--- config.mk ---
export PLATFORM = sky130hd
export DESIGN_NAME = qif_synapse
export DESIGN_NICKNAME = d
export VERILOG_FILES = /design/src/rtl/qif_pkg.sv /design/src/rtl/qif_prescaler.sv /design/src/rtl/qif_synapse.sv
export SDC_FILE = /design/constraint.sdc
export NUM_CORES = 1
export LEC_CHECK = 0
export ABC_AREA = 1
export BUFFER_PORTS_ARGS = -buffer_cell sky130_fd_sc_hd__buf_4
export CAP_MARGIN = 30
export CORE_MARGIN = 8
export CORE_UTILIZATION = 23
export DETAILED_ROUTE_END_ITERATION = 8
export PLACE_DENSITY = 0.34
export SYNTH_ARGS = -nofsm -noshare
export SYNTH_HDL_FRONTEND = slang
export SYNTH_HIERARCHICAL = 1
export SYNTH_SLANG_ARGS = --single-unit
export TNS_END_PERCENT = 5
--- constraint.sdc ---
create_clock -name clk -period 15.55 [get_ports clk]
set_clock_uncertainty 0.2 [all_clocks]
set_input_delay 2.3325 -clock clk [delete_from_list [all_inputs] [get_ports clk]]
set_output_delay 2.3325 -clock clk [all_outputs]
set_load 0.01 [all_outputs]
--- src/rtl/qif_pkg.sv ---
// Shared constants and helpers for the QIF neuron and its synapse front end.
package qif_pkg;

    localparam int DATA_W = 8;
    localparam int ACC_W = 11;
    localparam logic [7:0] WEIGHT_INIT_DEF = 8'd32;

    // Saturating 8-bit add, also used by the neuron core.
    function automatic logic [DATA_W-1:0] sat_add(input logic [DATA_W-1:0] a,
                                                   input logic [DATA_W-1:0] b);
        logic [DATA_W:0] s;
        s = {1'b0, a} + {1'b0, b};
        if (s[DATA_W]) begin
            return {DATA_W{1'b1}};
        end else begin
            return s[DATA_W-1:0];
        end
    endfunction

    function automatic logic [DATA_W-1:0] clip_acc(input logic [ACC_W-1:0] v);
        if (v > 11'd255) begin
            return 8'd255;
        end else begin
            return v[DATA_W-1:0];
        end
    endfunction

endpackage

--- src/rtl/qif_prescaler.sv ---
// Decay prescaler: counts enabled cycles and pulses tick once per DECAY_DIV.
module qif_prescaler #(
    parameter logic [23:0] DECAY_DIV = 24'd1000
) (
    input  logic clk,
    input  logic rst,
    input  logic en,
    output logic tick
);

    logic [23:0] cnt_q;
    logic [23:0] cnt_d;

    // Next count: wrap on tick, advance while enabled, otherwise hold.
    always_comb begin
        tick = en && (cnt_q == (DECAY_DIV - 24'd1));
        if (tick) begin
            cnt_d = 24'd0;
        end else if (en) begin
            cnt_d = cnt_q + 24'd1;
        end else begin
            cnt_d = cnt_q;
        end
    end

    // Counter register.
    always_ff @(posedge clk) begin
        if (rst) begin
            cnt_q <= 24'd0;
        end else begin
            cnt_q <= cnt_d;
        end
    end

endmodule

--- src/rtl/qif_synapse.sv ---
// Synaptic current generator: spike edges add per-input weights to an
// exponentially decaying, saturating 8-bit current feeding the QIF neuron.
module qif_synapse
    import qif_pkg::*;
#(
    parameter int          N_IN        = 4,
    parameter int          TAU_SHIFT   = 3,
    parameter logic [23:0] DECAY_DIV   = 24'd1000,
    parameter logic [7:0]  WEIGHT_INIT = WEIGHT_INIT_DEF
) (
    input  logic                     clk,
    input  logic                     rst,
    input  logic                     en,
    input  logic [N_IN-1:0]          spike_in,
    input  logic                     w_we,
    input  logic [$clog2(N_IN)-1:0]  w_addr,
    input  logic [7:0]               w_data,
    output logic [7:0]               I_syn,
    output logic                     tick,
    output logic                     sat
);

    localparam int AW = $clog2(N_IN);

    logic [N_IN-1:0]  s1_q, s1_d, s2_q, s2_d, s3_q, s3_d;
    logic [N_IN-1:0]  spk_edge;
    logic [7:0]       w_q [N_IN];
    logic [7:0]       w_d [N_IN];
    logic [7:0]       i_syn_q, i_syn_d;
    logic [ACC_W-1:0] shifted, d_term, a_term, next_val;

    qif_prescaler #(.DECAY_DIV(DECAY_DIV)) u_prescaler (
        .clk  (clk),
        .rst  (rst),
        .en   (en),
        .tick (tick)
    );

    // Synchronizer chain; history flop runs even with en low so gated edges are lost.
    always_comb begin
        s1_d     = spike_in;
        s2_d     = s1_q;
        s3_d     = s2_q;
        spk_edge = s2_q & ~s3_q;
    end

    // Weight file write; out-of-range addresses match no entry.
    always_comb begin
        for (int i = 0; i < N_IN; i++) begin
            if (w_we && (w_addr == AW'(i))) begin
                w_d[i] = w_data;
            end else begin
                w_d[i] = w_q[i];
            end
        end
    end

    // Decay + accumulate; accumulation reads the pre-write weights.
    always_comb begin
        shifted = {3'b000, i_syn_q >> TAU_SHIFT};
        if (!tick) begin
            d_term = 11'd0;
        end else if ((shifted == 11'd0) && (i_syn_q != 8'd0)) begin
            d_term = 11'd1;
        end else begin
            d_term = shifted;
        end
        a_term = 11'd0;
        for (int i = 0; i < N_IN; i++) begin
            if (en && spk_edge[i]) begin
                a_term = a_term + {3'b000, w_q[i]};
            end else begin
                a_term = a_term;
            end
        end
        next_val = {3'b000, i_syn_q} - d_term + a_term;
        i_syn_d  = clip_acc(next_val);
        if (!rst && (next_val > 11'd255)) begin
            sat = 1'b1;
        end else begin
            sat = 1'b0;
        end
    end

    // State registers.
    always_ff @(posedge clk) begin
        if (rst) begin
            s1_q    <= {N_IN{1'b0}};
            s2_q    <= {N_IN{1'b0}};
            s3_q    <= {N_IN{1'b0}};
            i_syn_q <= 8'd0;
            for (int i = 0; i < N_IN; i++) begin
                w_q[i] <= WEIGHT_INIT;
            end
        end else begin
            s1_q    <= s1_d;
            s2_q    <= s2_d;
            s3_q    <= s3_d;
            i_syn_q <= i_syn_d;
            for (int i = 0; i < N_IN; i++) begin
                w_q[i] <= w_d[i];
            end
        end
    end

    assign I_syn = i_syn_q;

endmodule

==> flow_metrics.tcl, run 1 <==
set metrics [dict create \
    core_area_mm2 0.0226 \
    startpoint "en" \
    start_util 0.234 \
    yosysUniqueCellTypes 43 \
    period_share 0.711 \
    num_rows 55 \
    period_needed_ns 11.06 \
    first_iter_violations 177 \
    clock_path_buffers 2 \
    track_usage 0.107 \
    clock_sinks 76 \
    vias 4609 \
    cts_buffers 9 \
    power_density_mw_per_mm2 113 \
    gp_congestion 0.766 \
    hold_depth 2 \
    die_w_um 168 \
    end_kind "output pin" \
    ff_latch_area_mm2 0.00152 \
    p_total_w 0.000686 \
    die-area_mm2 0.0281 \
    syn_area_mm2 0.00528 \
    rsz0062_at_grt "false" \
    place_area_mm2 0.00578 \
    cp.required_ns 13.02 \
    synth-xor-area-share 0.0414 \
    synth-seq-area-share 0.288 \
    finalNetCount 887 \
    ctsHoldBuffers 0 \
    via_per_inst 4.14 \
    ff2ff_path_depth 33 \
    antenna_left 0 \
    grt_first_pass_wirelength_um 24200 \
    final_cell_mix "186 x nand2_1, 135 x nor2_1, 111 x inv_1" \
    instances_no_fill 1112 \
    slowest_delay_ns 0.39 \
    clkLatencyLatePin_ns 0.35 \
    finalSetupTns_ns 0 \
    die_h_um 168 \
    drc_errors 0 \
    cap_violations 0 \
    ir_drop_uv 51.6 \
    dr.pass1.iters 4 \
    slew_viol_final 0 \
    synth-edff-count 0 \
    arrival_ns 8.52 \
    min_path_type "flop to flop" \
    stdcell_area_mm2 0.00608 \
    wire_per_inst_um 12.8 \
    antenna_cells 0 \
    drive_above_1_share 0.0955 \
    yosys_most_used_dff "dfxtp_1" \
    cts.clk_slew.worst_paths_ns 0.06 \
    start_kind "input pin" \
    cts_resized 0 \
    layout_commonest_cell "nand2_1" \
    cts_htree_levels 3 \
    path_max_fanout 11 \
    synth_top_family_by_area "simple AND/OR/NAND/NOR gates" \
    wl_um 14200 \
    crit_type "input pin to output pin" \
    relSlewSlack 0.472 \
    setup_viol 0 \
    overflow 0 \
    synth-compound-area-share 0.111 \
    worstHoldStart "s1_q[2]" \
    antenna_found_initial 0 \
    fill_cells 2587 \
    grt_max_degree 37 \
    crit_path_frequent_cell "ha_1" \
    synth_cells 794 \
    p_leak_nw 2.81 \
    synthAdderAreaFrac 0.123 \
    postSynthAreaPerCell_um2 6.65 \
    io_pins 28 \
    place_inst 1096 \
    multi_input_area_mm2 0.00324 \
    ctsRootBufferMaster "clkbuf_16" \
    syn_nets 859 \
    synthSimpleGateAreaFrac 0.334 \
    outcome "complete, no violations" \
    synthArstFlopShare 0 \
    hold_viol_final 0 \
    tightestPinTransition_ns 0.789 \
    tritoncts "built" \
    postCtsSetupBuffers 0 \
    muxShareOfSynthArea 0.00379 \
    max_freq_ghz 0.0904 \
    cp_slowest_cell "fa_1" \
    grt_pass1_vias 4727 \
    numPortBuffers 27 \
    area_growth_pct 15.2 \
    yosysWarnings 6 \
    place_hpwl_um 11300 \
    ys_seq_elements 76 \
    r2r_start "s3_q[0]" \
]
==> cells by family (layout without fill, tap and decap cells) <==
kind of cell,Yosys count,count (layout)
multiplexers,2,2
flip-flops,76,76
buffers and inverters,130,163
AO/OA/AOI/OAI,109,109
adder cells (fa/ha/maj),47,47
XOR/XNOR,25,25
AND/OR/NAND/NOR,405,405
==> worst max-delay path: cells and delay by family <==
| kind | cells | cell delay [ns] |
|---|---|---|
| adders and majority gates | 6 | 1.96 |
| buffers and inverters | 7 | 0.78 |
| xor gates and xnor gates | 3 | 0.38 |
| and+or+nand+nor | 12 | 1.57 |
| AOI/OAI and AO/OA | 8 | 1.50 |
==> flip-flops by register name, indices dropped and copies added, names as in the netlist <==
signal	count
s2_q	4
w_q	32
s1_q	4
u_prescaler/cnt_q	24
I_syn	8
s3_q	4
==> metrics by stage <==
stage	util	worst slack [ns]	hold WS, ns
after floorplan	-	5.80	0.188
after global placement	0.256	4.28	0.193
after detailed placement	0.256	4.42	0.194
after CTS	0.270	4.40	0.203
after global routing	0.270	3.57	0.222
final	0.270	4.49	0.202
==> synthesized netlist by cell type (3+ instances only) <==
cell      instances  area [um^2]
a21oi_1          37          185
a21oi_2           3         26.3
a31oi_1           5         31.3
buf_6             4         45.0
clkbuf_1          6         22.5
clkinv_1          3         11.3
dfxtp_1          76         1520
fa_1              8          160
ha_1             39          488
inv_1           111          417
inv_2             4         15.0
nand2_1         186          698
nand2_2           5         31.3
nand2_4           5         56.3
nand3_1          39          195
nand3_2           3         30.0
nand3b_1          5         37.5
nand4_1           3         18.8
nor2_1          135          507
nor2_2            4         25.0
nor2_4            4         45.0
nor3_1            8         40.0
o21ai_0          53          265
xnor2_1          10         87.6
xor2_1           15          131
==> path summary, 6_finish.rpt <==
check        endpoint  slack (ns)
max               sat        4.49
min           s2_q[2]        0.20
max reg2reg  I_syn[4]        9.20
min reg2reg   s2_q[2]        0.20
==> report_power, final <==
| part | switching, W | internal, W | leakage, nW |
|---|---|---|---|
| sequential | 0.0000178 | 0.000213 | 0.622 |
| combinational | 0.000140 | 0.0000947 | 2.03 |
| clock | 0.0000942 | 0.000127 | 0.153 |
| total | 0.000252 | 0.000435 | 2.81 |
==> metal layers <==
metal | track usage | share of wire
met1 | 0.139 | 0.52
met2 | 0.176 | 0.44
met3 | 0.0235 | 0.027
met4 | 0.0314 | 0.012
met5 | 0 | 0
==> final cells by class <==
class                   instances  area share
flip-flops and latches         76       0.250
clock buffers                   9      0.0370
repair buffers                 29      0.0358
multi-input cells             588       0.532
well taps                     285      0.0586
inverters                     118      0.0728
clock inverters                 7      0.0134
No activity file was read; power rests on OpenSTA's default activity.
==> run 2, diff against run 1 <==
Clock period 15.55 ns to 11.2 ns, I/O delays scaled along.
==> flow_metrics.tcl, run 2 (same netlist as run 1, synthesis figures left out) <==
set metrics [dict create \
    outcome "complete, no violations" \
    period_needed_ns 9.70 \
    setup_viol 0 \
    crit_path_frequent_cell "nand2_1" \
    crit_type "input pin to output pin" \
    ir_drop_uv 63.3 \
    finalHoldWorstSlack_ns 0.201 \
    wl_um 14200 \
    p_comb_frac 0.348 \
    drive_above_1_share 0.0955 \
    grt_pass1_vias 4892 \
    finalSetupTns_ns 0 \
    ff_latch_area_mm2 0.00152 \
    tritoncts "built" \
    internal_power_w 0.000591 \
    largest_reg_flops 32 \
    clkPwrFrac 0.309 \
    max_freq_ghz 0.103 \
    postCtsSetupBuffers 0 \
    cts_buffers 9 \
    cts_resized 0 \
    power_density_mw_per_mm2 154 \
    preCtsSetupSlack_ns 1.45 \
    hold_viol_final 0 \
    antenna_cells 0 \
    relSlewSlack 0.466 \
    overflow 0 \
    antenna_found_initial 0 \
    finalNetCount 887 \
    place_hpwl_um 11300 \
    tightestPinTransition_ns 0.798 \
    grt_first_pass_wirelength_um 24500 \
    path_max_fanout 11 \
    vias 4614 \
    seq_power_share 0.343 \
    start_kind "input pin" \
    final_cell_mix "186 x nand2_1, 135 x nor2_1, 111 x inv_1" \
    min_path_type "flop to flop" \
    fill_cells 2563 \
    p_sw_w 0.000341 \
    clkLatencyLatePin_ns 0.35 \
    p_sw_frac 0.366 \
    end_kind "output pin" \
    largest_register "w_q" \
    area_growth_pct 15.0 \
    clock_sinks 76 \
    gp_congestion 0.769 \
    wire_per_inst_um 12.8 \
    antenna_left 0 \
    die_h_um 168 \
    cp_slowest_cell "fa_1" \
    io_pins 28 \
    dr.pass1.iters 4 \
    rsz0062_at_grt "false" \
    grt_max_degree 37 \
    p_total_w 0.000933 \
    arrival_ns 7.82 \
    ctsRootBufferMaster "clkbuf_16" \
    drc_errors 0 \
    fin_ws_ns 1.50 \
    slew_viol_final 0 \
    ctsHoldBuffers 0 \
    cap_violations 0 \
    cts.clk_slew.worst_paths_ns 0.06 \
    first_iter_violations 215 \
    numPortBuffers 27 \
    layout_commonest_cell "nand2_1" \
    die_w_um 168 \
    via_per_inst 4.15 \
    core_area_mm2 0.0226 \
    die-area_mm2 0.0281 \
    slowest_delay_ns 0.39 \
    track_usage 0.108 \
    p_leak_nw 2.80 \
    start_util 0.234 \
    num_rows 55 \
    multi_input_area_mm2 0.00324 \
    cts_htree_levels 3 \
    cp.required_ns 9.32 \
    clock_path_buffers 2 \
    period_share 0.866 \
]
[run 2: cell count changes in the layout (fill, tap and decap cells not counted), sizes merged]
cell      before  now
bufinv         1    0
clkbuf         9   11
clkinvlp       0    1
inv          119  117
[run 2: final timing paths]
| kind | startpoint | end | slack (ns) | depth (start not counted) |
|---|---|---|---|---|
| setup / recovery | en | sat | 1.50 | 39 |
| hold / removal | s1_q[2] | s2_q[2] | 0.20 | 2 |
| setup reg to reg | s3_q[0] | I_syn[0] | 4.90 | 36 |
| hold reg to reg | s1_q[2] | s2_q[2] | 0.20 | 2 |
[run 2: area by class of cell]
cell class / count / area share
Clock buffer: 11 / 0.0416
Multi-Input combinational cell: 588 / 0.533
Tap cell: 285 / 0.0587
Sequential cell: 76 / 0.251
Clock inverter: 5 / 0.00700
Timing Repair Buffer: 29 / 0.0358
Inverter: 118 / 0.0729
[run 2: stage by stage]
stage	instances	utilization	area, um^2
final	1112	0.269	6070
after global routing	1112	0.269	6070
after CTS	1112	0.269	6070
after detailed placement	1096	0.256	5780
after global placement	1096	0.256	5780
after floorplan	794	-	5280
[run 2: critical path: cells and delay by family]
family / cells / cell delay [ns]
buffers and inverters: 8 / 0.84
AND/OR/NAND/NOR: 14 / 1.49
adder cells (fa/ha/maj): 6 / 1.96
XOR/XNOR: 2 / 0.31
AO/OA/AOI/OAI: 9 / 1.55
[run 2: metal layers]
layer  global-route usage  wire length (um)  vias up
li1                     -                 -     2560
met1                0.140              7360     1992
met2                0.177              6270       48
met3               0.0247               360       14
met4               0.0311               208        0
met5                    0                 0        -
[run 2: power groups by stage]
stage / sequential (W) / combinational [W] / clock, W
after floorplan: 0.000325 / 0.000234 / 0
after global placement: 0.000329 / 0.000337 / 0
after detailed placement: 0.000327 / 0.000329 / 0
after CTS: 0.000322 / 0.000331 / 0.000305
after global routing: 0.000325 / 0.000381 / 0.000313
final: 0.000320 / 0.000324 / 0.000288
==> run 3, diff against run 2 <==
Settings changed: GPL_TIMING_DRIVEN set to 0.
==> flow_metrics.tcl, run 3 (same netlist as run 1, synthesis figures left out) <==
set metrics [dict create \
    antenna_cells 0 \
    start_kind "input pin" \
    p_total_w 0.000957 \
    period_share 0.861 \
    clkPwrFrac 0.319 \
    worst_r2r_endpoint "I_syn[3]" \
    postCtsSetupBuffers 0 \
    grt_max_degree 14 \
    p_leak_nw 2.83 \
    cts.clk_slew.worst_paths_ns 0.06 \
    p_comb_frac 0.347 \
    layout_commonest_cell "nand2_1" \
    crit_path_frequent_cell "nand2_1" \
    die_w_um 168 \
    outcome "complete, no violations" \
    regToRegSetupSlack_ns 4.85 \
    relSlewSlack 0.492 \
    cts_buffers 9 \
    grt_first_pass_wirelength_um 24600 \
    io_pins 28 \
    p_sw_w 0.000348 \
    multi_input_area_mm2 0.00324 \
    ff_latch_area_mm2 0.00152 \
    track_usage 0.110 \
    slew_viol_final 0 \
    seq_power_share 0.334 \
    final_cell_mix "186 x nand2_1, 135 x nor2_1, 111 x inv_1" \
    ff2ff_path_depth 41 \
    setup_viol 0 \
    wire_per_inst_um 13.3 \
    dr.pass1.iters 4 \
    startpoint "en" \
    rsz0062_at_grt "false" \
    holdPathEnd "s2_q[0]" \
    slowest_delay_ns 0.43 \
    ctsHoldBuffers 0 \
    internal_power_w 0.000609 \
    path_max_fanout 9 \
    grt_pass1_vias 4753 \
    preCtsSetupSlack_ns 1.36 \
    clock_path_buffers 2 \
    num_rows 55 \
    finalHoldWorstSlack_ns 0.202 \
    clkLatencyLatePin_ns 0.35 \
    drc_errors 0 \
    finalSetupTns_ns 0 \
    max_freq_ghz 0.104 \
    place_hpwl_um 12000 \
    overflow 0 \
    tightestPinTransition_ns 0.759 \
    antenna_left 0 \
    finalNetCount 898 \
    cp.required_ns 9.32 \
    period_needed_ns 9.64 \
    fill_cells 2575 \
    drive_above_1_share 0.0979 \
    largest_reg_flops 32 \
    crit_type "input pin to output pin" \
    die-area_mm2 0.0281 \
    power_density_mw_per_mm2 156 \
    hold_depth 2 \
    gp_congestion 0.794 \
    area_growth_pct 16.4 \
    largest_register "w_q" \
    p_sw_frac 0.364 \
    via_per_inst 4.19 \
    r2r_start "s3_q[0]" \
    cp_slowest_cell "ha_1" \
    ctsRootBufferMaster "clkbuf_16" \
    numPortBuffers 27 \
    vias 4704 \
    tritoncts "built" \
    antenna_found_initial 0 \
    min_path_type "flop to flop" \
    cap_violations 0 \
    wl_um 15000 \
    end_kind "output pin" \
    first_iter_violations 177 \
    core_area_mm2 0.0226 \
    post-route-util 0.272 \
    worstHoldStart "s1_q[0]" \
    clock_sinks 76 \
    hold_viol_final 0 \
    cts_resized 0 \
    die_h_um 168 \
    cts_htree_levels 3 \
    start_util 0.234 \
    arrival_ns 7.76 \
    ir_drop_uv 57.5 \
    fin_ws_ns 1.56 \
]
==> run 3: cell count changes in the layout (fill, tap and decap cells not counted), sizes merged <==
cell and delta:
clkbuf +6, buf +5, bufinv +1, inv -1
==> run 3: power groups by stage <==
stage	Clock, W	Sequential, W	Combinational [W]
2_1_floorplan	0	0.000325	0.000234
3_3_place_gp	0	0.000327	0.000340
3_5_place_dp	0	0.000326	0.000337
4_1_cts	0.000320	0.000320	0.000339
5_1_grt	0.000330	0.000323	0.000392
6_report	0.000305	0.000319	0.000332
==> run 3: critical path, delay by kind of cell <==
kind | cells | cell delay (ns)
and+or+nand+nor | 20 | 2.07
adders and majority gates | 6 | 1.98
xor gates and xnor gates | 1 | 0.14
AOI/OAI and AO/OA | 6 | 0.92
buffers and inverters | 11 | 0.94
==> run 3: metal layers <==
metal | vias to the layer above | global-route usage | part of all wire
li1 | 2579 | - | -
met1 | 2066 | 0.148 | 0.53
met2 | 50 | 0.176 | 0.44
met3 | 9 | 0.0235 | 0.028
met4 | 0 | 0.0291 | 0.010
met5 | - | 0 | 0
==> run 3: layout make-up <==
type,instances,share of cell area
flip-flops and latches,76,0.247
multi-input cells,588,0.527
clock buffers,11,0.0395
repair buffers,28,0.0338
clock inverters,5,0.00977
inverters,118,0.0720
plain buffers,12,0.0128
well taps,285,0.0580
==> run 3: worst max-delay path by stage <==
stage / end / cells after the start
after floorplan: sat / 44
after global placement: sat / 36
after detailed placement: sat / 36
after CTS: sat / 36
after global routing: sat / 36
final: sat / 44
==> run 3: stage by stage <==
step,area [um^2],instances
after CTS,6150,1123
after detailed placement,5850,1107
after global placement,5840,1106
final,6150,1123
after floorplan,5280,794
after global routing,6150,1123
